<file path="src/rtl/pattern_detector_apb.sv">
// pattern_detector_apb: programmable serial bit-pattern detector with an APB3 slave.
// Watches a 1-bit stream qualified by data_valid, compares the newest bits against
// PATTERN under MASK and an active length, counts hits and raises a sticky,
// maskable interrupt.
// Ports:
//   clk, rst              clock, synchronous active-high reset
//   data_in, data_valid   serial bit and its qualifier
//   psel, penable, pwrite, paddr, pwdata   APB3 request
//   prdata, pready, pslverr                APB3 response (combinational, zero wait)
//   pattern_det           one-cycle pulse per detected pattern
//   irq                   STATUS.HIT & CTRL.IE
module pattern_detector_apb #(
  parameter int unsigned PAT_W = 8,
  parameter int unsigned CNT_W = 16
) (
  input  logic        clk,
  input  logic        rst,
  input  logic        data_in,
  input  logic        data_valid,
  input  logic        psel,
  input  logic        penable,
  input  logic        pwrite,
  input  logic [4:0]  paddr,
  input  logic [31:0] pwdata,
  output logic [31:0] prdata,
  output logic        pready,
  output logic        pslverr,
  output logic        pattern_det,
  output logic        irq
);

  localparam int unsigned FILL_W = $clog2(PAT_W + 1);

  localparam logic [2:0] A_PATTERN = 3'd0;
  localparam logic [2:0] A_MASK    = 3'd1;
  localparam logic [2:0] A_CTRL    = 3'd2;
  localparam logic [2:0] A_STATUS  = 3'd3;
  localparam logic [2:0] A_COUNT   = 3'd4;

  logic [PAT_W-1:0]  pattern_q;
  logic [PAT_W-1:0]  mask_q;
  logic              en_q;
  logic              overlap_q;
  logic              ie_q;
  logic [4:0]        len_q;
  logic              hit_q;
  logic [CNT_W-1:0]  cnt_q;
  logic [PAT_W-1:0]  sr_q;
  logic [FILL_W-1:0] fill_q;

  logic [2:0]        widx;
  logic              mapped;
  logic              wr;
  logic              wr_pat, wr_mask, wr_ctrl, wr_sts, wr_cnt, cfg_wr;
  logic              shift;
  logic [PAT_W-1:0]  sr_n;
  logic [FILL_W-1:0] fill_n;
  logic [FILL_W-1:0] eff_len;
  logic [PAT_W-1:0]  lenmask;
  logic              hit;
  logic              unused_bits;

  // APB decode; word index only, byte offset bits are ignored
  assign widx    = paddr[4:2];
  assign mapped  = (widx <= A_COUNT);
  assign wr      = psel & penable & pwrite;
  assign wr_pat  = wr & (widx == A_PATTERN);
  assign wr_mask = wr & (widx == A_MASK);
  assign wr_ctrl = wr & (widx == A_CTRL);
  assign wr_sts  = wr & (widx == A_STATUS);
  assign wr_cnt  = wr & (widx == A_COUNT);
  assign cfg_wr  = wr_pat | wr_mask | wr_ctrl;

  assign pready  = 1'b1;
  assign pslverr = psel & penable & ~mapped;
  assign irq     = hit_q & ie_q;

  assign unused_bits = ^{paddr[1:0], pwdata};

  // Effective length and the mask selecting the low eff_len bits
  always_comb begin
    eff_len = FILL_W'(PAT_W);
    if ((len_q != 5'd0) && (32'(len_q) <= PAT_W)) begin
      eff_len = FILL_W'(len_q);
    end
    lenmask = '0;
    for (int unsigned i = 0; i < PAT_W; i++) begin
      lenmask[i] = (i < 32'(eff_len));
    end
  end

  // Match is evaluated on the post-shift value; a config write suppresses it
  always_comb begin
    shift  = en_q & data_valid;
    sr_n   = {sr_q[PAT_W-2:0], data_in};
    fill_n = (fill_q == FILL_W'(PAT_W)) ? fill_q : fill_q + FILL_W'(1);
    hit    = shift & ~cfg_wr & (fill_n >= eff_len) &
             (((sr_n ^ pattern_q) & mask_q & lenmask) == '0);
  end

  // Register read mux
  always_comb begin
    prdata = '0;
    if (psel && !pwrite) begin
      case (widx)
        A_PATTERN: prdata = 32'(pattern_q);
        A_MASK:    prdata = 32'(mask_q);
        A_CTRL:    prdata = {19'd0, len_q, 5'd0, ie_q, overlap_q, en_q};
        A_STATUS:  prdata = {31'd0, hit_q};
        A_COUNT:   prdata = 32'(cnt_q);
        default:   prdata = '0;
      endcase
    end
  end

  // Configuration, status, counter and shift state
  always_ff @(posedge clk) begin
    if (rst) begin
      pattern_q   <= '0;
      mask_q      <= '1;
      en_q        <= 1'b0;
      overlap_q   <= 1'b0;
      ie_q        <= 1'b0;
      len_q       <= '0;
      hit_q       <= 1'b0;
      cnt_q       <= '0;
      sr_q        <= '0;
      fill_q      <= '0;
      pattern_det <= 1'b0;
    end else begin
      pattern_det <= hit;

      if (wr_pat)  pattern_q <= pwdata[PAT_W-1:0];
      if (wr_mask) mask_q    <= pwdata[PAT_W-1:0];
      if (wr_ctrl) begin
        en_q      <= pwdata[0];
        overlap_q <= pwdata[1];
        ie_q      <= pwdata[2];
        len_q     <= pwdata[12:8];
      end

      // A hit wins over a same-edge W1C
      if (hit) begin
        hit_q <= 1'b1;
      end else if (wr_sts && pwdata[0]) begin
        hit_q <= 1'b0;
      end

      // A hit on the clearing edge leaves the count at 1
      if (hit) begin
        if (wr_cnt) begin
          cnt_q <= CNT_W'(1);
        end else if (cnt_q != '1) begin
          cnt_q <= cnt_q + CNT_W'(1);
        end
      end else if (wr_cnt) begin
        cnt_q <= '0;
      end

      if (shift) begin
        sr_q <= sr_n;
      end

      if (cfg_wr) begin
        fill_q <= '0;
      end else if (shift) begin
        fill_q <= (hit && !overlap_q) ? '0 : fill_n;
      end
    end
  end

endmodule

</file>
<file path="config.mk">
export PLATFORM = sky130hd
export DESIGN_NAME = pattern_detector_apb
export DESIGN_NICKNAME = d
export VERILOG_FILES = /design/src/rtl/pattern_detector_apb.sv
export SDC_FILE = /design/constraint.sdc
export NUM_CORES = 1
export LEC_CHECK = 0
export ABC_CLOCK_PERIOD_IN_PS = 5150
export CAP_MARGIN = 0
export CORE_ASPECT_RATIO = 2
export CORE_MARGIN = 2
export CORE_UTILIZATION = 35
export CTS_CLUSTER_DIAMETER = 50
export DETAILED_ROUTE_END_ITERATION = 6
export PLACE_DENSITY = 0.6
export SLEW_MARGIN = 20
export SYNTH_ARGS = -nofsm -noshare
export SYNTH_HDL_FRONTEND = slang
export SYNTH_SLANG_ARGS = --single-unit
</file>
<file path="constraint.sdc">
create_clock -name clk -period 5.15 [get_ports clk]
set_clock_uncertainty 0.2 [all_clocks]
set_input_delay 0.7725 -clock clk [delete_from_list [all_inputs] [get_ports clk]]
set_output_delay 0.7725 -clock clk [all_outputs]
set_load 0.1 [all_outputs]
</file>
Yosys cells after proc, flatten, opt, wreduce, memory -nomap -nowiden
Cells that the tools add are included.
{"block": "classes", "addsub": 2, "n_mux": 11, "reduce_logical": 14, "n_lt_le_gt_ge": 11, "eq_ne": 6, "bitwise": 20}
{"operator": "2-to-1 mux 16 bit", "count": 5}
{"operator": "one-hot mux 16 bit (5 select lines)", "count": 1}
{"operator": "adder 16 x 1 -> 16 bit, second input constant", "count": 1}
{"operator": "bitwise AND 8 bit", "count": 2}
{"operator": "less-than comparator 3 x 4 -> 1 bit, first input constant", "count": 4}
{"operator": "!= test 16 bit, second input constant", "count": 1}
{"operator": "bitwise AND 1 bit", "count": 13}
{"operator": "2-to-1 mux 4 bit", "count": 3}
{"operator": "zero test 8 bit", "count": 1}
{"operator": "less-than comparator 1 x 4 -> 1 bit, first input constant", "count": 2}
{"operator": "less-than comparator 2 x 4 -> 1 bit, first input constant", "count": 2}
{"operator": "bitwise XOR 8 bit", "count": 1}
{"operator": "== test 3 x 2 -> 1 bit, second input constant", "count": 2}
{"operator": "nonzero test 2 bit", "count": 3}
{"operator": "<= comparator 5 x 4 -> 1 bit, second input constant", "count": 1}
{"operator": "nonzero test 5 bit", "count": 1}
{"operator": "adder 4 x 1 -> 4 bit, second input constant", "count": 1}
{"operator": "== test 4 bit, second input constant", "count": 1}
{"operator": "greater-or-equal comparator 4 bit", "count": 1}
{"operator": "logical AND 1 bit", "count": 4}
{"operator": "== test 3 x 1 -> 1 bit, second input constant", "count": 1}
{"operator": "== test 3 bit, second input constant", "count": 1}
{"operator": "<= comparator 3 bit, second input constant", "count": 1}
{"operator": "zero test 3 bit", "count": 1}
{"operator": "6 further kinds", "count": 10}
{"block": "totals", "inputBits": 44, "out_inout_bits": 36, "reg_bits": 53, "word_cells": 75}

Longest topological paths before layout
Gate-level depths: netlist of run 1.
{"block": "logic_depth", "depth_word": 11, "depth_mapped": 14, "mapped_depth_nobuf": 13}

Worst setup path after synthesis of run 1
Ideal clock, no wire load.
{"block": "synth_path", "kind": "input-to-output", "start": "input paddr[4]", "end": "output prdata[0]", "path_buffers": 2, "path_stages": 6, "path_slack_ps": 1107, "t_required_ps": 4178, "t_arrival_ps": 3070, "path_cell_list": "clkbuf_1 > clkbuf_1 > and3b_1 > a21oi_1 > o22a_1 > nor2_1"}
{"block": "synth_between", "elab_chain_len": 3, "word_cells_on_any_way": 7, "cone_classes": "eq/ne: 4; mux: 2; reduce/logical: 1"}
{"item": "start, declared", "line_no": "23", "text": "input logic [4:0] paddr,"}
{"item": "== test 3 bit, or another cell as far along", "line_no": "105", "text": "case (widx)"}
{"item": "one-hot mux 16 bit (5 select lines) *", "line_no": "105"}
{"item": "2-to-1 mux 16 bit *", "line_no": "104", "text": "if (psel && !pwrite) begin"}
{"item": "end, declared", "line_no": "25", "text": "output logic [31:0] prdata,"}
Mark *: on every way between the ends. The rest lies on a longest branch, timed or not.

Final worst setup path of run 1
{"block": "layout_path", "start": "input paddr[2]", "end": "output prdata[1]"}
Same word-level chain as after synthesis.

==> results by stage, run 1 <==
Floorplanning:
- After floorplanning, the core was sized to cover 8650 µm².
- The count of boundary I/O pins is 80.
- The die is 138 µm tall.
- The initial cell density of the core is 36.3%.
- In this run the core area contains 48 standard-cell rows.
- Measured along the x axis, the die boundary spans 70.9 µm.
- The full die area is 9780 µm².

Logic synthesis:
- The combined area of all synthesized cells is 3140 µm².
- Summing the areas of all fa, ha and maj instances in the mapped netlist gives 2.39% of the synthesized area.
- The Yosys step of the flow raised 0 warnings.
- The combinational family with the most area after synthesis is simple AND/OR/NAND/NOR gates.
- Summing the areas of all compound-gate instances in the mapped netlist gives 18.0% of the synthesized area.
- The count of flip-flops with a built-in enable after synthesis is 0.
- The async set-or-reset flop fraction in the synthesized netlist is 0%.
- The post-synthesis mux area share is 6.10%.
- The most used flip-flop cell after synthesis is dfxtp_1.
- Of the total synthesized cell area, the portion taken by AND, OR, NAND and NOR gates is 29.5%.
- The mean instance size in the synthesized netlist is 7.76 µm².
- In the synthesized netlist, the number of instances is 404.
- Counting flops and latches in the post-synthesis netlist gives 53.
- After Yosys synthesis, XOR and XNOR cells account for 2.79% of the synthesized area.
- Summing the sequential cell areas from Yosys gives 33.8% of the chip area.
- Counting distinct cell types in the post-synthesis netlist gives 49.

Final layout:
- The post-synthesis to final-layout area growth is 17.2%.
- For this run, the post-layout net count is 486.
- The area of the multi-input gates is 1910 µm².
- The number of non-filler instances in the completed layout is 537.
- The library cells used most frequently in the layout, excluding fill and tap cells, are dfxtp_1, nor2_1, nand2_1.
- The total inserted antenna cells is 0.
- The post-route netlist has 9.38% of its cells at a drive strength greater than 1.
- The end-of-flow core utilization is 42.5%.
- The most common cell after layout, fill and taps aside is dfxtp_1.
- The area used by sequential logic in the layout is 1060 µm².
- The filler cells instantiated in the layout total 947.

Routing:
- The count of nets left with antenna violations once routing finished came out at 0.
- For this block, the via count after detailed routing is 2935.
- Dividing the detail-routed wire length by the instance count gives 15.9 µm.
- The DRC violation count after routing is 0.
- For this block, the initial DRC count from the detailed router was 165.
- After detailed routing, the number of vias per cell comes to 5.47.
- The first detailed-routing pass ran for 4 iterations.
- After detailed routing, the total wire length is 8.55 mm.

Outcome:
- The flow ran to the end, and the final reports show no timing, DRC or antenna violations.

Timing:
- Setup repair after global routing left no endpoint under its margin.
- The worst slew margin relative to its limit is 35.5%.
- The transition time at the pin with the least slew margin is 0.965 ns.
- The final-report setup violation count is 0.
- The final-report max-slew violation count is 0.
- The achievable frequency is 249 MHz.
- The clock period could shrink to 4.01 ns.
- The final hold violation count is 0.
- For the final routed database, the setup TNS stands at 0 ns.
- The worst path uses 77.9% of the clock period.
- Hold is met by 0.268 ns.

Flow run:
- Across the run, the number of max-cap violations was 0.

Worst setup path:
- STA classifies the critical path startpoint as an input port.
- The critical path is of the in -> out type.
- The maximum fanout along the worst path is 18.
- The worst setup path is captured at a primary output.
- Data arrives at the worst endpoint at 3.04 ns.
- At the worst endpoint, the required time is 4.18 ns.

Clock tree:
- The clock root buffer is clkbuf_16.
- The number of hold buffers added after CTS was 0.
- The CTS tree is built.
- The post-cts sizing count is 0.
- The clock-pin slew reported for the worst setup and hold paths after clock tree synthesis is 0.07 ns.
- The number of setup buffers added after CTS is 0.
- The later pin in the worst-skew pair is clocked with a latency of 0.30 ns.
- The number of clock buffers added by TritonCTS is 5.
- The total number of clock tree sinks is 53.
- The longest clock path from root to sink contains 2 buffers.
- The clock tree synthesis step divided the H-tree into 2 levels.

Global route:
- The first-pass GRT wire length is 13.6 mm.
- The number of antenna violations at the first check in global routing is 0.
- The total grt overflow is 0.
- The via count of the first global-routing pass was 2791.
- Entering global routing, the biggest net connects 40 pins.
- The overall global routing resource usage is 17.8%.

Placed design:
- The cell count after placement is 529.
- The number of input and output port buffers inserted is 41.
- The half-perimeter wire length after placement is 6.75 mm.
- The congestion estimate from routability-driven global placement came to 0.897.

Pwr:
- The total power divided by cell area is 241 nW/µm².
- Across the VDD grid, the largest voltage drop is 0.000187 V.
- The leakage power of the design is 1.31 nW.

Min path:
- The type of the most critical hold path is reg -> reg.
-- final cells by class --
type | count | share of cell area, %
multi-input combinational | 324 | 51.9
sequential | 53 | 28.9
timing repair buffer | 47 | 11.2
clock buffer | 5 | 3.40
tap | 100 | 3.40
clock inverter | 3 | 0.715
inverter | 5 | 0.511
-- through the flow --
stage / area (µm²) / worst slack (ns) / power, mW
after floorplan: 3190 / 1.11 / 0.527
after global placement: 3520 / 1.10 / 0.549
after detailed placement: 3520 / 1.11 / 0.549
after CTS: 3680 / 1.11 / 0.897
after global routing: 3680 / 1.01 / 0.922
final: 3680 / 1.14 / 0.885
-- synth_stat cells, types with 2 or more instances --
master    count  area (µm²)
nand2_1      42         158
dfxtp_1      53        1060
and3_1        4        25.0
a22oi_1       8        60.1
a211o_1       8        70.1
clkbuf_1     16        60.1
nand3b_1      2        15.0
nand4b_1      2        17.5
a31oi_1       4        25.0
xor2_1        8        70.1
nand3_1      28         140
nand4_1       4        25.0
o31ai_1       4        30.0
and2_1        7        43.8
nor3_1        3        15.0
xnor2_1       2        17.5
and4_1        2        17.5
inv_1         5        18.8
buf_2         3        15.0
or2_1         2        12.5
nor3b_1       3        22.5
ha_1          6        75.1
a21oi_1      40         200
or3_1         7        43.8
buf_4        17         128
conb_1        2        7.51
or2_2         3        18.8
nor2b_1      11        68.8
mux2i_1      18         180
o211ai_1      3        22.5
o21ai_0      15        75.1
nor2_1       51         191
or4_1         5        37.5
-- power by group --
part / total [mW] / switching, mW / leakage (nW) / internal, mW
clock network: 0.345 / 0.161 / 0.0744 / 0.184
logic: 0.127 / 0.0969 / 0.805 / 0.0296
registers: 0.413 / 0.00226 / 0.427 / 0.411
-- worst max-delay path, stage by stage --
cell	delay, ns
clkdlybuf4s50_1	0.91
nor2b_1	0.53
a21oi_1	0.18
nor2_1	0.11
a31oi_1	0.06
nor2_1	0.15
buf_4	0.31
-- per-layer routing --
| metal | GRT usage, % | part of all wire, % |
|---|---|---|
| met1 | 17.7 | 36 |
| met2 | 35.0 | 58 |
| met3 | 2.33 | 2.9 |
| met4 | 8.70 | 3.4 |
| met5 | 0 | 0 |
-- sequential cells by signal, summed over array words and instances (netlist names) --
name,cells
cnt_q,16
pattern_q,8
overlap_q,1
ie_q,1
sr_q,7
hit_q,1
pattern_det,1
mask_q,8
en_q,1
len_q,5
fill_q,4
-- path summary, 6_finish.rpt --
| check | startpoint | endpoint | slack (ns) | cells after the start |
|---|---|---|---|---|
| setup reg to reg | len_q[0] | cnt_q[13] | 1.57 | 10 |
| hold reg to reg | sr_q[6] | sr_q[6] | 0.27 | 2 |
| hold / removal | sr_q[6] | sr_q[6] | 0.27 | 2 |
| setup / recovery | paddr[2] | prdata[1] | 1.14 | 7 |
-- kinds of logic after synthesis --
| kind of cell | count (synthesis) |
|---|---|
| buffers and inverters | 42 |
| multiplexers | 19 |
| AND/OR/NAND/NOR | 183 |
| AO/OA/AOI/OAI | 89 |
| other | 2 |
| flip-flops | 53 |
| adder cells (fa/ha/maj) | 6 |
| XOR/XNOR | 10 |
(Power assumes the default switching activity.)
==> run 2, diff against run 1 <==
--- a/config.mk
+++ b/config.mk
@@ -5,14 +5,14 @@
 export SDC_FILE = /design/constraint.sdc
 export NUM_CORES = 1
 export LEC_CHECK = 0
-export ABC_CLOCK_PERIOD_IN_PS = 5150
+export ABC_CLOCK_PERIOD_IN_PS = 3450
 export CAP_MARGIN = 0
 export CORE_ASPECT_RATIO = 2
 export CORE_MARGIN = 2
 export CORE_UTILIZATION = 35
 export CTS_CLUSTER_DIAMETER = 50
 export DETAILED_ROUTE_END_ITERATION = 6
-export PLACE_DENSITY = 0.6
+export PLACE_DENSITY = 0.63
 export SLEW_MARGIN = 20
 export SYNTH_ARGS = -nofsm -noshare
 export SYNTH_HDL_FRONTEND = slang
==> constraint.sdc (replaced) <==
create_clock -name clk -period 3.45 [get_ports clk]
set_clock_uncertainty 0.2 [all_clocks]
set_input_delay 0.5175 -clock clk [delete_from_list [all_inputs] [get_ports clk]]
set_output_delay 0.5175 -clock clk [all_outputs]
set_load 0.1 [all_outputs]
==> run 2 against run 1 <==
  * First-iteration DRC count up 8.5%
  * Worst setup slack worse by 0.82 ns
  * Non-clock buffer count up 9
  * Critical path type is now reg -> reg
==> results by stage, run 2 (synthesis results as in run 1) <==
Clock tree:
- In this run the clock root is driven by a clkbuf_16.
- The H-tree depth reported by CTS is 2 (unchanged).
- The total CTS buffers came to 5 (unchanged).
- The clock tree buffer depth came to 2 (unchanged).
- The clock-pin slew reported for the worst setup and hold paths after clock tree synthesis is 0.07 ns (about the same).
- The number of setup buffers added after CTS is 0 (unchanged).
- TritonCTS built the clock tree.
- The latest clock arrival within the worst-skew pair is 0.30 ns (about the same).
- The total number of clock tree sinks came to 53 (unchanged).

Global route:
- The pin count of the biggest net entering global routing was 31 (-23%).
- The first-pass GRT wire length is 13.6 mm (about the same).
- The global routing stage identified its most utilized layer as met2.
- The met3 track demand over resource in global routing is 2.25% (-0.073 points).
- The number of antenna violations at the first check in global routing is 0 (unchanged).
- The met1 demand-to-capacity share in global routing is 17.3% (-0.34 points).
- The routing usage on met2 is 36.2% (+1.2 points).
- The overall global routing resource usage is 17.8% (+0.080 points).
- The total grt overflow is 0 (unchanged).
- The via count of the first global-routing pass is 2817 (+0.93%).

Timing:
- The post-layout minimum cycle time is 3.14 ns.
- The sum of negative setup slack is 0 ns (unchanged).
- Setup repair after global routing left no endpoint under its margin.
- The final-report max-slew violation count came to 0 (unchanged).
- The final hold violation count is 0 (unchanged).
- The worst path uses 90.9% of the clock period.
- The achievable frequency is 319 MHz.
- The final hold slack is 0.288 ns (+0.0193 ns).
- The transition time at the pin with the least slew margin is 0.963 ns (-0.00227 ns).
- The worst slew margin relative to its limit came to 35.6% (+0.15 points).
- The final-report setup violation count is 0 (unchanged).

Worst setup path:
- Grouping stages by cell kind, the critical path spends the most delay in simple AND/OR/NAND/NOR gates.
- The sum of buffers and inverters on the critical path is 2 (unchanged).
- The critical path data arrival time came to 3.16 ns (+0.12 ns).
- The highest cell delay on the worst timing path is 0.54 ns (-0.37 ns).
- The cell occurring most often along the worst timing path is nand2_1.
- The maximum fanout along the worst path is 8 (-10).
- The worst setup path is captured at a register.
- The slowest cell on the critical path is or4_1.
- The element type at the critical path start is a register.
- The worst setup path category is reg -> reg.
- The reg-to-reg setup timing slack came to 0.31 ns (-1.26 ns).
- The reg-to-reg critical path startpoint is fill_q[0].
- The critical path goes through inv_1 > ha_1 > nand2_1 > nand2_1 > mux2i_1 > ha_1 > nand3_1 > o211ai_1 > a21oi_1 > nor4_4 > buf_4 > nand2_1 > or4_1 > a21oi_1.
- The required arrival time at the worst endpoint is 3.48 ns (-0.70 ns).
- The number of cells on the worst reg-to-reg path is 14 (+4).
- The endpoint identified for the worst register-to-register timing path is cnt_q[7].

Min path:
- The hold-critical path depth was 2 (unchanged).
- The worst hold path startpoint is sr_q[2].
- The worst hold path belongs to the class reg -> reg.
- The hold-critical path endpoint is sr_q[3].

Flow run:
- The max-capacitance violation count is 0 (unchanged).

Routing:
- The DRC violation count after routing came to 0 (unchanged).
- The final routed wirelength across all metal layers is 8.78 mm (+2.6%).
- The detailed-route via count came to 2964 (+0.99%).
- The detailed-routing iteration count for the pre-antenna-repair pass is 5 (+1).
- The via density per instance is 5.43 (-0.68%).
- The number of violations reported at the end of detailed-routing iteration 0 is 179 (+8.5%).
- The number of nets still failing antenna checks after routing is 0 (unchanged).
- The average routed wire per standard cell is 16.1 µm (+0.94%).

Placed design:
- The half-perimeter wire length after placement was 6.87 mm (+1.8%).
- The number of input and output port buffers inserted was 41 (unchanged).
- The final weighted congestion in routability-driven placement came to 0.874 (-2.5%).

Final layout:
- The library cell used most frequently in the layout, excluding fill and tap cells, is dfxtp_1.
- The flip-flop count of the largest register, all copies and words added is 16 (unchanged).
- The total inserted antenna cells is 0 (unchanged).
- The post-synthesis to final-layout area growth is 27.5%.
- The largest registers in the layout are cnt_q x16, mask_q x8, pattern_q x8.
- The filler cell count in the final layout is 886 (-6.4%).
- The final net count is 495 (+1.9%).
- The fraction of final layout cells sized beyond drive strength 1 is 13.0% (+3.6 points).
- The largest register by flop count is cnt_q.
- Leaving out fill and tap cells, the most frequent cells in the layout are dfxtp_1, nor2_1, nand2_1.

Pwr:
- The leakage power of the design came to 1.41 nW (+7.8%).
- The total chip power is 1.39 mW (+58%).
- The total power divided by cell area was 349 nW/µm² (+45%).
- The highest ir drop seen on vdd was 0.000269 V (+43%).

Floorplanning:
- The die span in x came to 70.9 µm (unchanged).
- The initial cell density of the core came to 36.3% (unchanged).
- The die boundary height is 138 µm (unchanged).
- The count of boundary I/O pins is 80 (unchanged).
- The area of the placeable core is 8650 µm² (unchanged).
- The site row count is 48 (unchanged).
- The full die area is 9780 µm² (unchanged).

Outcome:
- The run finished with clean final reports.
==> run 2: cell types whose count changed in the layout (fill, tap and decap cells not counted), moves of 6 or more <==
cell and change:
nor2_2 +6, buf_12 +17, nor2_1 -6, buf_4 -7
==> run 2: through the flow <==
stage          cells  util (%)  setup WS, ns  instance area (µm²)
6_report         546      46.2         0.314                 4000
5_1_grt          546      46.2         0.107                 4000
4_1_cts          546      46.1        0.0733                 3990
3_5_place_dp     538      44.1        0.0889                 3820
3_3_place_gp     538      44.1         0.211                 3820
2_1_floorplan    419         -         0.104                 3210
==> run 2: how the worst max path moves through the flow <==
| stage | slack, ns | endpoint | from | cells after the start |
|---|---|---|---|---|
| final | 0.31 | cnt_q[7] | fill_q[0] | 14 |
| after global routing | 0.11 | cnt_q[7] | fill_q[0] | 14 |
| after CTS | 0.07 | cnt_q[11] | len_q[0] | 10 |
| after detailed placement | 0.09 | cnt_q[13] | len_q[0] | 10 |
| after global placement | 0.21 | cnt_q[11] | len_q[0] | 10 |
| after floorplan | 0.10 | prdata[3] | paddr[4] | 6 |
==> run 2: layout make-up <==
class	instances	area (µm²)	area share, %
clock buffer	6	129	3.22
clock inverter	2	38.8	0.970
inverter	5	18.8	0.469
multi-input combinational	324	1930	48.4
sequential	53	1060	26.6
tap	100	125	3.13
timing repair buffer	56	691	17.3
==> run 2: timing repair <==
action,in CTS,in global routing
gates resized for setup,0,3
setup endpoints to repair,0,8
hold buffers,0,0
==> run 2: worst register-to-register path, cell delays in order, from the launching register on <==
cell and delay (ns):
dfxtp_2 0.40, inv_1 0.06, ha_1 0.21, nand2_1 0.11, nand2_1 0.06, mux2i_1 0.19, ha_1 0.19, nand3_1 0.09
o211ai_1 0.21, a21oi_1 0.10, nor4_4 0.24, buf_4 0.19, nand2_1 0.16, or4_1 0.54, a21oi_1 0.15
==> run 2: power breakdown <==
part           switching (mW)  leakage (nW)  internal [mW]
logic                   0.147         0.900         0.0508
registers             0.00290         0.428          0.614
clock network           0.236        0.0810          0.345
==> run 2: routing by layer <==
metal	part of all wire [%]	wire length (µm)
met3	3.1	276
met1	38	3300
met5	0	0
met2	57	4990
met4	2.3	204
